`src/rtl/uart_pkg.sv`:
```
// Shared types and constants for the buffered UART transmitter.
// Latency: n/a (types, constants and a pure function only).
// Backpressure: n/a.
package uart_pkg;

  typedef enum logic [2:0] {
    IDLE,
    START,
    DATA,
    PARITY,
    STOP1,
    STOP2
  } tx_state_t;

  localparam logic PAR_EVEN = 1'b0;
  localparam logic PAR_ODD  = 1'b1;
  localparam logic STOP_ONE = 1'b0;
  localparam logic STOP_TWO = 1'b1;

  // Even parity is the XOR of the data bits; odd parity is its inverse.
  function automatic logic par_bit(input logic data_xor, input logic par_mode);
    return data_xor ^ (par_mode == PAR_ODD);
  endfunction

endpackage

```
`src/rtl/uart_fifo.sv`:
```
// Single-clock FIFO for the transmit word buffer.
// Latency: a word pushed at edge N is visible at rd_data after edge N.
// Backpressure: push ignored when full, pop ignored when empty; full/empty/level are registered-state only.
module uart_fifo #(
  parameter int WIDTH = 8,
  parameter int DEPTH = 8
) (
  input  logic                   clk,
  input  logic                   rst,
  input  logic                   push,
  input  logic [WIDTH-1:0]       wr_data,
  input  logic                   pop,
  output logic [WIDTH-1:0]       rd_data,
  output logic                   full,
  output logic                   empty,
  output logic [$clog2(DEPTH):0] level
);

  localparam int AW = $clog2(DEPTH);

  logic [WIDTH-1:0] mem [DEPTH];
  logic [AW-1:0]    wr_ptr;
  logic [AW-1:0]    rd_ptr;
  logic [AW:0]      count;
  logic             push_ok;
  logic             pop_ok;

  assign full    = (count == (AW+1)'(DEPTH));
  assign empty   = (count == '0);
  assign level   = count;
  assign rd_data = mem[rd_ptr];
  assign push_ok = push && !full;
  assign pop_ok  = pop && !empty;

  // Storage array: written on accepted push, no reset needed.
  always_ff @(posedge clk) begin
    if (push_ok) begin
      mem[wr_ptr] <= wr_data;
    end
  end

  // Pointers and occupancy; simultaneous push and pop leave the count unchanged.
  always_ff @(posedge clk or posedge rst) begin
    if (rst) begin
      wr_ptr <= '0;
      rd_ptr <= '0;
      count  <= '0;
    end else begin
      if (push_ok) wr_ptr <= wr_ptr + AW'(1);
      if (pop_ok)  rd_ptr <= rd_ptr + AW'(1);
      if (push_ok && !pop_ok)      count <= count + (AW+1)'(1);
      else if (pop_ok && !push_ok) count <= count - (AW+1)'(1);
    end
  end

endmodule

```
`src/rtl/uart_tx_buf.sv`:
```
// Buffered UART transmitter: FIFO of words, serialised start/data/parity/stop at a programmable baud divisor.
// Latency: word pushed at edge N into an empty idle block drives the start bit from edge N+1.
// Backpressure: in_ready = !full from registered state; a pop from a full buffer does not reopen in_ready that cycle.
module uart_tx_buf
  import uart_pkg::*;
#(
  parameter int DATA_W     = 8,
  parameter int FIFO_DEPTH = 8,
  parameter int DIV_W      = 16
) (
  input  logic                        clk,
  input  logic                        rst,
  input  logic [DIV_W-1:0]            cfg_div,
  input  logic                        cfg_par_en,
  input  logic                        cfg_par_odd,
  input  logic                        cfg_stop2,
  input  logic [DATA_W-1:0]           in_data,
  input  logic                        in_valid,
  output logic                        in_ready,
  output logic                        tx_out,
  output logic                        busy,
  output logic [$clog2(FIFO_DEPTH):0] fifo_level,
  output logic                        tx_done
);

  localparam int IDX_W = $clog2(DATA_W);

  tx_state_t          state;
  logic [DIV_W-1:0]   div_q;
  logic [DIV_W-1:0]   cnt;
  logic [IDX_W-1:0]   bit_idx;
  logic [DATA_W-1:0]  shreg;
  logic               par_en_q;
  logic               par_q;
  logic               stop2_q;

  logic [DATA_W-1:0]  fifo_dout;
  logic               fifo_full;
  logic               fifo_empty;
  logic               fifo_pop;
  logic               bit_end;
  logic               last_stop;

  uart_fifo #(
    .WIDTH (DATA_W),
    .DEPTH (FIFO_DEPTH)
  ) u_fifo (
    .clk     (clk),
    .rst     (rst),
    .push    (in_valid && in_ready),
    .wr_data (in_data),
    .pop     (fifo_pop),
    .rd_data (fifo_dout),
    .full    (fifo_full),
    .empty   (fifo_empty),
    .level   (fifo_level)
  );

  assign in_ready = !fifo_full;
  assign busy     = (state != IDLE);

  // Bit timing and pop decision: load a new word from idle, or straight after the last stop bit.
  always_comb begin
    bit_end   = (cnt == div_q - DIV_W'(1));
    last_stop = (state == STOP2) || ((state == STOP1) && (stop2_q != STOP_TWO));
    fifo_pop  = !fifo_empty && ((state == IDLE) || (bit_end && last_stop));
  end

  // Frame sequencer: latches the frame config at load, steps one bit per divisor period.
  always_ff @(posedge clk or posedge rst) begin
    if (rst) begin
      state    <= IDLE;
      div_q    <= DIV_W'(1);
      cnt      <= '0;
      bit_idx  <= '0;
      shreg    <= '0;
      par_en_q <= 1'b0;
      par_q    <= 1'b0;
      stop2_q  <= STOP_ONE;
      tx_out   <= 1'b1;
      tx_done  <= 1'b0;
    end else begin
      tx_done <= 1'b0;
      if (fifo_pop) begin
        state    <= START;
        div_q    <= (cfg_div == '0) ? DIV_W'(1) : cfg_div;
        par_en_q <= cfg_par_en;
        par_q    <= par_bit(^fifo_dout, cfg_par_odd);
        stop2_q  <= cfg_stop2;
        shreg    <= fifo_dout;
        cnt      <= '0;
        bit_idx  <= '0;
        tx_out   <= 1'b0;
        if (state != IDLE) tx_done <= 1'b1;
      end else if (state != IDLE) begin
        if (!bit_end) begin
          cnt <= cnt + DIV_W'(1);
        end else begin
          cnt <= '0;
          case (state)
            START: begin
              state  <= DATA;
              tx_out <= shreg[0];
            end
            DATA: begin
              if (bit_idx == IDX_W'(DATA_W - 1)) begin
                if (par_en_q) begin
                  state  <= PARITY;
                  tx_out <= par_q;
                end else begin
                  state  <= STOP1;
                  tx_out <= 1'b1;
                end
              end else begin
                bit_idx <= bit_idx + IDX_W'(1);
                shreg   <= shreg >> 1;
                tx_out  <= shreg[1];
              end
            end
            PARITY: begin
              state  <= STOP1;
              tx_out <= 1'b1;
            end
            STOP1: begin
              if (stop2_q == STOP_TWO) begin
                state <= STOP2;
              end else begin
                state   <= IDLE;
                tx_done <= 1'b1;
              end
              tx_out <= 1'b1;
            end
            default: begin
              state   <= IDLE;
              tx_done <= (state == STOP2);
              tx_out  <= 1'b1;
            end
          endcase
        end
      end
    end
  end

endmodule

```
`config.mk`:
```
export PLATFORM = sky130hd
export DESIGN_NAME = uart_tx_buf
export DESIGN_NICKNAME = d
export VERILOG_FILES = /design/src/rtl/uart_pkg.sv /design/src/rtl/uart_fifo.sv /design/src/rtl/uart_tx_buf.sv
export SDC_FILE = /design/constraint.sdc
export NUM_CORES = 1
export LEC_CHECK = 0
export ABC_AREA = 1
export BUFFER_PORTS_ARGS = -buffer_cell sky130_fd_sc_hd__buf_2
export CORE_ASPECT_RATIO = 1.1
export CORE_MARGIN = 8
export CORE_UTILIZATION = 55
export DETAILED_ROUTE_END_ITERATION = 6
export MAX_ROUTING_LAYER = met4
export PLACE_DENSITY = 0.76
export SLEW_MARGIN = 20
export SYNTH_ARGS = -nofsm -noshare
export SYNTH_HDL_FRONTEND = slang
export SYNTH_HIERARCHICAL = 1
export SYNTH_SLANG_ARGS = --single-unit
```
`constraint.sdc`:
```
create_clock -name clk -period 3.1 [get_ports clk]
set_input_delay 0.155 -clock clk [delete_from_list [all_inputs] [get_ports clk]]
set_output_delay 0.155 -clock clk [all_outputs]
set_load 0.02 [all_outputs]
```
==> impl_metrics.py, run 1 <==
metrics = {
    "floorplan": {
        "dieArea_sq_mm": 0.0158,
        "core_area_sq_mm": 0.0119,
        "start_util_pct": 55.8,
        "io_pins": 38,
        "rows": 42,
        "die-height_um": 131,
        "die_w_um": 121,
    },
    "status": {
        "status": "complete, no violations",
    },
    "sta": {
        "tightest_slew_ps": 873,
        "slew-limit-headroom_pct": 41.7,
        "finalSetupViolations": 0,
        "hold_viol": 0,
        "fmax_mhz": 339,
        "period_share_pct": 95.1,
        "fin_skew_ps": 16.9,
        "final-max-slew-violation-count": 0,
        "rsz0062_at_grt": "yes",
        "post-route-min-period_ps": 2950,
    },
    "power": {
        "internal_power_mw": 4.90,
        "p_comb_share_pct": 46.4,
        "power.leakage_nw": 3.58,
        "ir_worst_vdd_v": 0.000541,
        "seqPwrFrac_pct": 29.9,
        "p_sw_mw": 3.58,
        "powerDensity_mw_per_mm2": 1070,
        "p_sw_share_pct": 42.2,
        "clockPowerShare_pct": 23.6,
    },
    "logic_synthesis": {
        "syn_nets": 811,
        "syn_area_sq_mm": 0.00662,
        "yosys_warnings": 6,
        "synth.avg_cell_area_sq_um": 8.59,
        "synth-seq-cells": 125,
        "ys_async_sr_fraction_pct": 48.8,
        "synth_edf_count": 64,
        "ys_top_cells_by_count": "nand2_1, nor2_1, edfxtp_1",
        "syn-instance-count": 771,
        "synth_cell_types": 42,
        "synth.area.top_cells": "edfxtp_1, dfrtp_1, nand2_1, nor2_1, inv_1",
        "synth_top_area_share_pct": 29.0,
        "ys_seq_area_share_pct": 52.1,
        "synth_area_leader_cell": "edfxtp_1",
        "synth-main-ff-cell": "edfxtp_1",
        "yosysMostFrequentCell": "nand2_1",
    },
    "clocking": {
        "cts_root_buf": "clkbuf_16",
        "path_clk_slew_ps": 60,
        "clkSinkCount": 125,
        "cts_tree": "yes",
        "cts_buffers": 17,
        "h-tree-depth": 4,
        "clock_latency_ps": 430,
        "cts.path.max_buffers": 2,
    },
    "cells_and_area": {
        "synthToLayoutAreaGrowth_pct": 19.3,
        "drive_above_1_share_pct": 16.8,
        "diodes": 0,
        "finish.utilization_pct": 66.5,
        "stdcell_count": 1012,
        "fin_nets": 886,
    },
    "global_route": {
        "grt_overflow": 0,
        "grt_pass1_vias": 5260,
        "antenna_found_initial": 0,
        "grt_max_degree": 52,
        "grt_pass1_wl_um": 24500,
        "track_usage_pct": 19.9,
    },
    "critical_path": {
        "endpoint_kind": "register",
        "cp.arrival_ps": 3270,
        "required_ps": 3420,
        "worstPathMaxFanout": 4,
        "cp-start-kind": "register",
        "critPathKind": "reg -> reg",
    },
    "route": {
        "vias": 5348,
        "antenna_left": 0,
        "routedWlPerCell_um": 15.0,
        "drt_iter0_drc": 374,
        "wirelength_um": 15100,
        "dr.pass1.iters": 5,
        "vias_per_cell": 5.28,
        "drc": 0,
    },
    "place": {
        "dp_cells": 950,
        "dpl.hpwl_um": 10300,
        "port_buffers": 37,
        "gp_congestion": 0.940,
    },
    "job": {
        "cap_viol_max_count": 0,
    },
    "min_path": {
        "holdCritPathClass": "in -> reg",
    },
}
path summary, 6_finish.rpt:
kind / end / startpoint / slack [ps] / depth (start not counted)
setup / recovery: u_fifo/level[3] / div_q[0] / 150 / 24
hold / removal: div_q[7] / cfg_div[7] / 6 / 3
setup reg to reg: u_fifo/level[3] / div_q[0] / 150 / 24
hold reg to reg: tx_out / tx_out / 500 / 2
max in group asynchronous: div_q[4] / rst / 2070 / 3
min in group asynchronous: u_fifo/rd_ptr[2] / rst / 260 / 3
per-stage QoR:
step	power [mW]	cell area, sq um	setup WS (ps)	setup TNS, ps	hold slack (ps)
6_report	8.48	7900	153	0	5.85
5_1_grt	9.07	7900	-44.7	-67.3	12.7
4_1_cts	8.25	7780	0.296	0	3.27
3_5_place_dp	6.20	6950	-1.56	-1.56	174
3_3_place_gp	6.07	6950	109	0	168
2_1_floorplan	5.48	6670	11.9	0	-4.82
power groups by stage:
stage          clock network (mW)  logic, mW  registers [mW]
2_1_floorplan                   0       2.98            2.51
4_1_cts                      2.03       3.70            2.52
5_1_grt                      2.10       4.39            2.58
6_report                     2.01       3.94            2.54
3_5_place_dp                    0       3.65            2.55
3_3_place_gp                    0       3.54            2.53
per-layer routing:
layer  vias to the layer above  wire length, um  global-route usage, %
met4                         0              435                   9.03
met5                         -                0                      -
met1                      2495             6180                   21.5
li1                       2637                -                      -
met3                        37              861                   5.61
met2                       179             7660                   33.3
cell families after synthesis:
group                      share of synthesized area (%)
DFF                                                 52.1
and+or+nand+nor                                     28.7
adders and majority gates                           2.00
AOI/OAI and AO/OA                                   6.14
buffers and inverters                               6.46
xor gates and xnor gates                            4.63
cell usage in the layout, fill, tap and decap left out, types with 2 or more instances in the layout:
cell,netlist,final
nand2_1,262,259
nor2_1,77,74
edfxtp_1,64,64
inv_1,62,60
dfrtp_1,59,58
nand3_1,39,39
buf_2,10,37
o21ai_0,28,28
o21ai_1,25,25
nand2_2,22,23
dlygate4sd3_1,0,23
xor2_1,20,20
clkbuf_16,0,17
buf_4,2,16
xnor2_1,15,15
nor2_2,6,8
o211ai_1,8,8
a21oi_1,6,6
ha_1,9,6
nor3_1,5,5
nor4_1,5,5
clkinvlp_4,0,5
nand4_1,4,4
nor2_4,3,4
clkinv_1,2,4
nand2_8,0,3
nand3b_1,3,3
inv_2,4,3
o21ai_2,3,3
ha_4,0,3
bufinv_16,0,3
inv_4,0,2
nand2_4,3,2
clkinv_2,1,2
nor3b_1,2,2
inv_6,0,2
clkinv_4,1,2
dfstp_2,2,2
worst max-delay path, stage by stage, from the launching register on:
cell	delay (ps)
dfstp_2	580
inv_4	60
ha_4	180
nand2_8	90
nor2_4	40
nand2_1	70
nand2_1	50
nand2_1	80
nand2_1	50
nor2_1	90
nand2_1	80
nor2_2	140
nand3_2	100
nand2_4	140
nand2_8	70
clkinv_8	60
nand2_8	60
ha_4	190
inv_4	70
ha_4	210
or2_4	220
nand2_1	50
nand2_1	40
nand3_1	60
nand2_1	60
flip-flops by register name (all words and copies together) (netlist names):
| name | count |
|---|---|
| tx_out | 1 |
| par_q | 1 |
| bit_idx | 3 |
| tx_done | 1 |
| shreg | 8 |
| u_fifo/rd_ptr | 3 |
| par_en_q | 1 |
| state | 3 |
| cnt | 16 |
| u_fifo/wr_ptr | 3 |
| div_q | 16 |
| u_fifo/level | 4 |
| u_fifo/mem | 64 |
| stop2_q | 1 |
what timing repair did:
item / CTS / global route
buffers inserted: 0 / 8
setup endpoints to repair: 1 / 2
hold buffers: 23 / 0
endpoints found under the hold margin: 66 / 0
gates resized for setup: 1 / 13
pin swaps: 2 / 13
final cells by class:
type	count	area [sq um]
tap	154	193
multi-input combinational	556	2840
inverter	70	283
timing repair buffer	76	536
sequential	125	3450
clock inverter	14	170
fill	909	3980
clock buffer	17	425
Power figures use the tool's default switching activity.
==> run 2, diff against run 1 <==
--- a/config.mk
+++ b/config.mk
@@ -5,7 +5,7 @@
 export SDC_FILE = /design/constraint.sdc
 export NUM_CORES = 1
 export LEC_CHECK = 0
-export ABC_AREA = 1
+export ABC_AREA = 0
 export BUFFER_PORTS_ARGS = -buffer_cell sky130_fd_sc_hd__buf_2
 export CORE_ASPECT_RATIO = 1.1
 export CORE_MARGIN = 8
@@ -13,6 +13,7 @@
 export DETAILED_ROUTE_END_ITERATION = 6
 export MAX_ROUTING_LAYER = met4
 export PLACE_DENSITY = 0.76
+export SETUP_SLACK_MARGIN = 0.3
 export SLEW_MARGIN = 20
 export SYNTH_ARGS = -nofsm -noshare
 export SYNTH_HDL_FRONTEND = slang
==> run 2 against run 1 <==
  * The run now ends with negative setup slack left
  * Global-route usage grew 0.89 points
  * Utilization up 6.1 points
  * Combinational power is 67% lower
  * Cell count decreased by 24%
  * Sequential share of layout area is 1.6 points lower
  * Die area fell by 4.5%
  * Hold slack improved by 16 ps
  * First-iteration DRC count down 30%
  * Final area rose by 3.7%
  * Setup slack worse by 620 ps
  * Largest power group is now sequential cells
==> impl_metrics.py, run 2 <==
metrics = {
    "status": {
        "status": "finished with violations",
        "violations": "negative setup slack",
    },
    "cells_and_area": {
        "layout_common_cells": "buf_4, edfxtp_1, dfrtp_1, buf_2, nor2_1",
        "diodes": 0,
        "layout_commonest_cell": "buf_4",
        "fin_nets": 650,
        "regMostFlops": "u_fifo/mem",
        "synthToLayoutAreaGrowth_pct": 30.4,
        "stdcell_count": 772,
        "largest_reg_flops": 64,
        "fillers": 658,
        "drive_above_1_share_pct": 33.0,
        "top_regs": "u_fifo/mem x64, cnt x16, div_q x16",
    },
    "clocking": {
        "cts_buffers": 17,
        "clkSinkCount": 125,
        "cts.path.max_buffers": 2,
        "h-tree-depth": 4,
        "cts_tree": "yes",
        "path_clk_slew_ps": 60,
        "clock_latency_ps": 420,
        "cts_root_buf": "clkbuf_16",
    },
    "logic_synthesis": {
        "ys_async_sr_fraction_pct": 48.8,
        "syn-instance-count": 471,
        "synth_edf_count": 64,
        "synth_area_leader_cell": "edfxtp_1",
        "synth_top_area_share_pct": 30.6,
        "syn_nets": 511,
        "synth-seq-cells": 125,
        "syn_area_sq_mm": 0.00628,
        "ys_seq_area_share_pct": 54.9,
        "synth.avg_cell_area_sq_um": 13.3,
        "yosys_warnings": 6,
        "yosysMostFrequentCell": "edfxtp_1",
        "synth.area.top_cells": "edfxtp_1, dfrtp_1, mux4_1, xnor2_1, mux2_1",
        "synth-main-ff-cell": "edfxtp_1",
        "synth_cell_types": 64,
        "ys_top_cells_by_count": "edfxtp_1, dfrtp_1, nor2_1",
    },
    "critical_path": {
        "cp-start-kind": "register",
        "endpoint_kind": "register",
        "r2r_slack_ps": -470,
        "critPathKind": "reg -> reg",
        "crit-reg2reg-launch": "div_q[0]",
        "critPathLaunch": "div_q[0]",
        "cp.arrival_ps": 3860,
        "worstPathMaxFanout": 4,
        "required_ps": 3390,
    },
    "power": {
        "ir_worst_vdd_v": 0.000549,
        "finalPower_mw": 5.40,
        "powerDensity_mw_per_mm2": 659,
        "power.leakage_nw": 3.34,
    },
    "route": {
        "vias": 4525,
        "wirelength_um": 15200,
        "vias_per_cell": 5.86,
        "drt_iter0_drc": 263,
        "drc": 0,
        "routedWlPerCell_um": 19.7,
        "dr.pass1.iters": 5,
        "antenna_left": 0,
    },
    "sta": {
        "hold_viol": 0,
        "final-max-slew-violation-count": 0,
        "worst_slack_ps": -467,
        "fmax_mhz": 280,
        "rsz0062_at_grt": "yes",
        "tightest_slew_ps": 874,
        "post-route-min-period_ps": 3570,
        "period_share_pct": 115,
        "finalSetupViolations": 3,
        "fin_skew_ps": 7.60,
        "slew-limit-headroom_pct": 41.7,
    },
    "global_route": {
        "grt_overflow": 0,
        "antenna_found_initial": 0,
        "track_usage_pct": 20.8,
        "grt_max_degree": 52,
        "grt_pass1_wl_um": 23800,
        "grt_pass1_vias": 4709,
    },
    "min_path": {
        "worstHoldStart": "in_data[5]",
        "holdCritPathClass": "in -> reg",
    },
    "place": {
        "port_buffers": 37,
        "dp_cells": 705,
        "dpl.hpwl_um": 9130,
        "gp_congestion": 0.842,
    },
    "floorplan": {
        "core_area_sq_mm": 0.0113,
        "io_pins": 38,
        "rows": 41,
        "start_util_pct": 55.7,
        "die-height_um": 128,
        "dieArea_sq_mm": 0.0151,
        "die_w_um": 118,
    },
    "job": {
        "cap_viol_max_count": 0,
    },
}
==> run 2: cell types whose count changed in the layout (fill, tap and decap cells not counted), sizes merged, moves of 6 or more <==
cell | previous run | this run
a31oi | 0 | 6
nor3 | 5 | 15
mux2 | 0 | 30
nor2 | 87 | 32
nand3 | 40 | 16
o21ai | 56 | 16
a22oi | 0 | 7
mux4 | 0 | 16
nand2b | 0 | 12
xnor2 | 15 | 27
inv | 67 | 15
buf | 53 | 116
a22o | 0 | 9
nand2 | 287 | 14
==> run 2: cell type report <==
type	count	area, sq um	area share (%)
Sequential cell	125	3450	42.1
Clock buffer	19	433	5.28
Timing Repair Buffer	141	1080	13.2
Tap cell	150	188	2.29
Multi-Input combinational cell	310	2840	34.7
Clock inverter	12	140	1.71
Inverter	15	60.1	0.733
==> run 2: critical path, cell delays in order (launching register included) <==
cell	delay [ps]
dfstp_2	530
inv_2	50
ha_4	260
xor2_1	140
o211ai_1	140
a211o_1	310
a2111oi_4	370
nand4b_4	140
a21o_1	200
inv_2	80
o41ai_4	90
ha_4	190
inv_4	70
ha_4	210
or4_4	440
nand3_2	90
o211ai_1	100
==> run 2: metal layers <==
metal	global-route usage [%]	wire, um	vias up
met2	35.2	7840	172
met1	22.8	5890	2233
met5	-	0	-
met4	9.95	565	0
met3	5.24	896	45
li1	-	-	2075
==> run 2: per-stage QoR <==
stage	area, sq um	TNS, ps	utilization, %	setup slack (ps)	hold WS, ps
finish	8190	-1200	72.6	-467	22.3
global route	8190	-1850	72.6	-585	12.5
CTS	8010	-784	71.0	-340	2.19
detailed placement	7110	-879	63.0	-410	179
global placement	7110	-663	63.0	-313	166
floorplan	6370	-1710	-	-708	-4.82
==> run 2: power breakdown <==
group          total, mW  switching [mW]  internal [mW]
Combinational       1.29           0.648          0.641
Clock               1.92           0.733           1.18
Sequential          2.20           0.207           1.99
==> run 2: kinds of logic (layout without fill, tap and decap cells) <==
group / count (synthesis) / after routing / share of synthesized area, %
AND/OR/NAND/NOR: 134 / 134 / 12.4
flip-flops: 125 / 125 / 54.9
AO/OA/AOI/OAI: 68 / 68 / 8.18
multiplexers: 51 / 51 / 12.9
XOR/XNOR: 47 / 47 / 6.55
buffers and inverters: 36 / 187 / 2.93
adder cells (fa/ha/maj): 10 / 10 / 2.11
==> run 2: worst paths after layout <==
check | end | cells past startpoint
min in group asynchronous | u_fifo/wr_ptr[0] | 3
worst max-delay path | u_fifo/level[3] | 16
worst min-delay path | u_fifo/mem[0][5] | 1
worst min register to register | par_q | 1
max in group asynchronous | bit_idx[0] | 3
worst max register to register | u_fifo/level[3] | 16
==> run 2: what timing repair did <==
item | in CTS | in global routing
setup endpoints to repair | 36 | 54
setup buffers | 6 | 4
gates resized for setup | 11 | 24
hold buffers | 23 | 0
cloned | 0 | 3
pin swaps | 9 | 11
endpoints found under the hold margin | 59 | 0
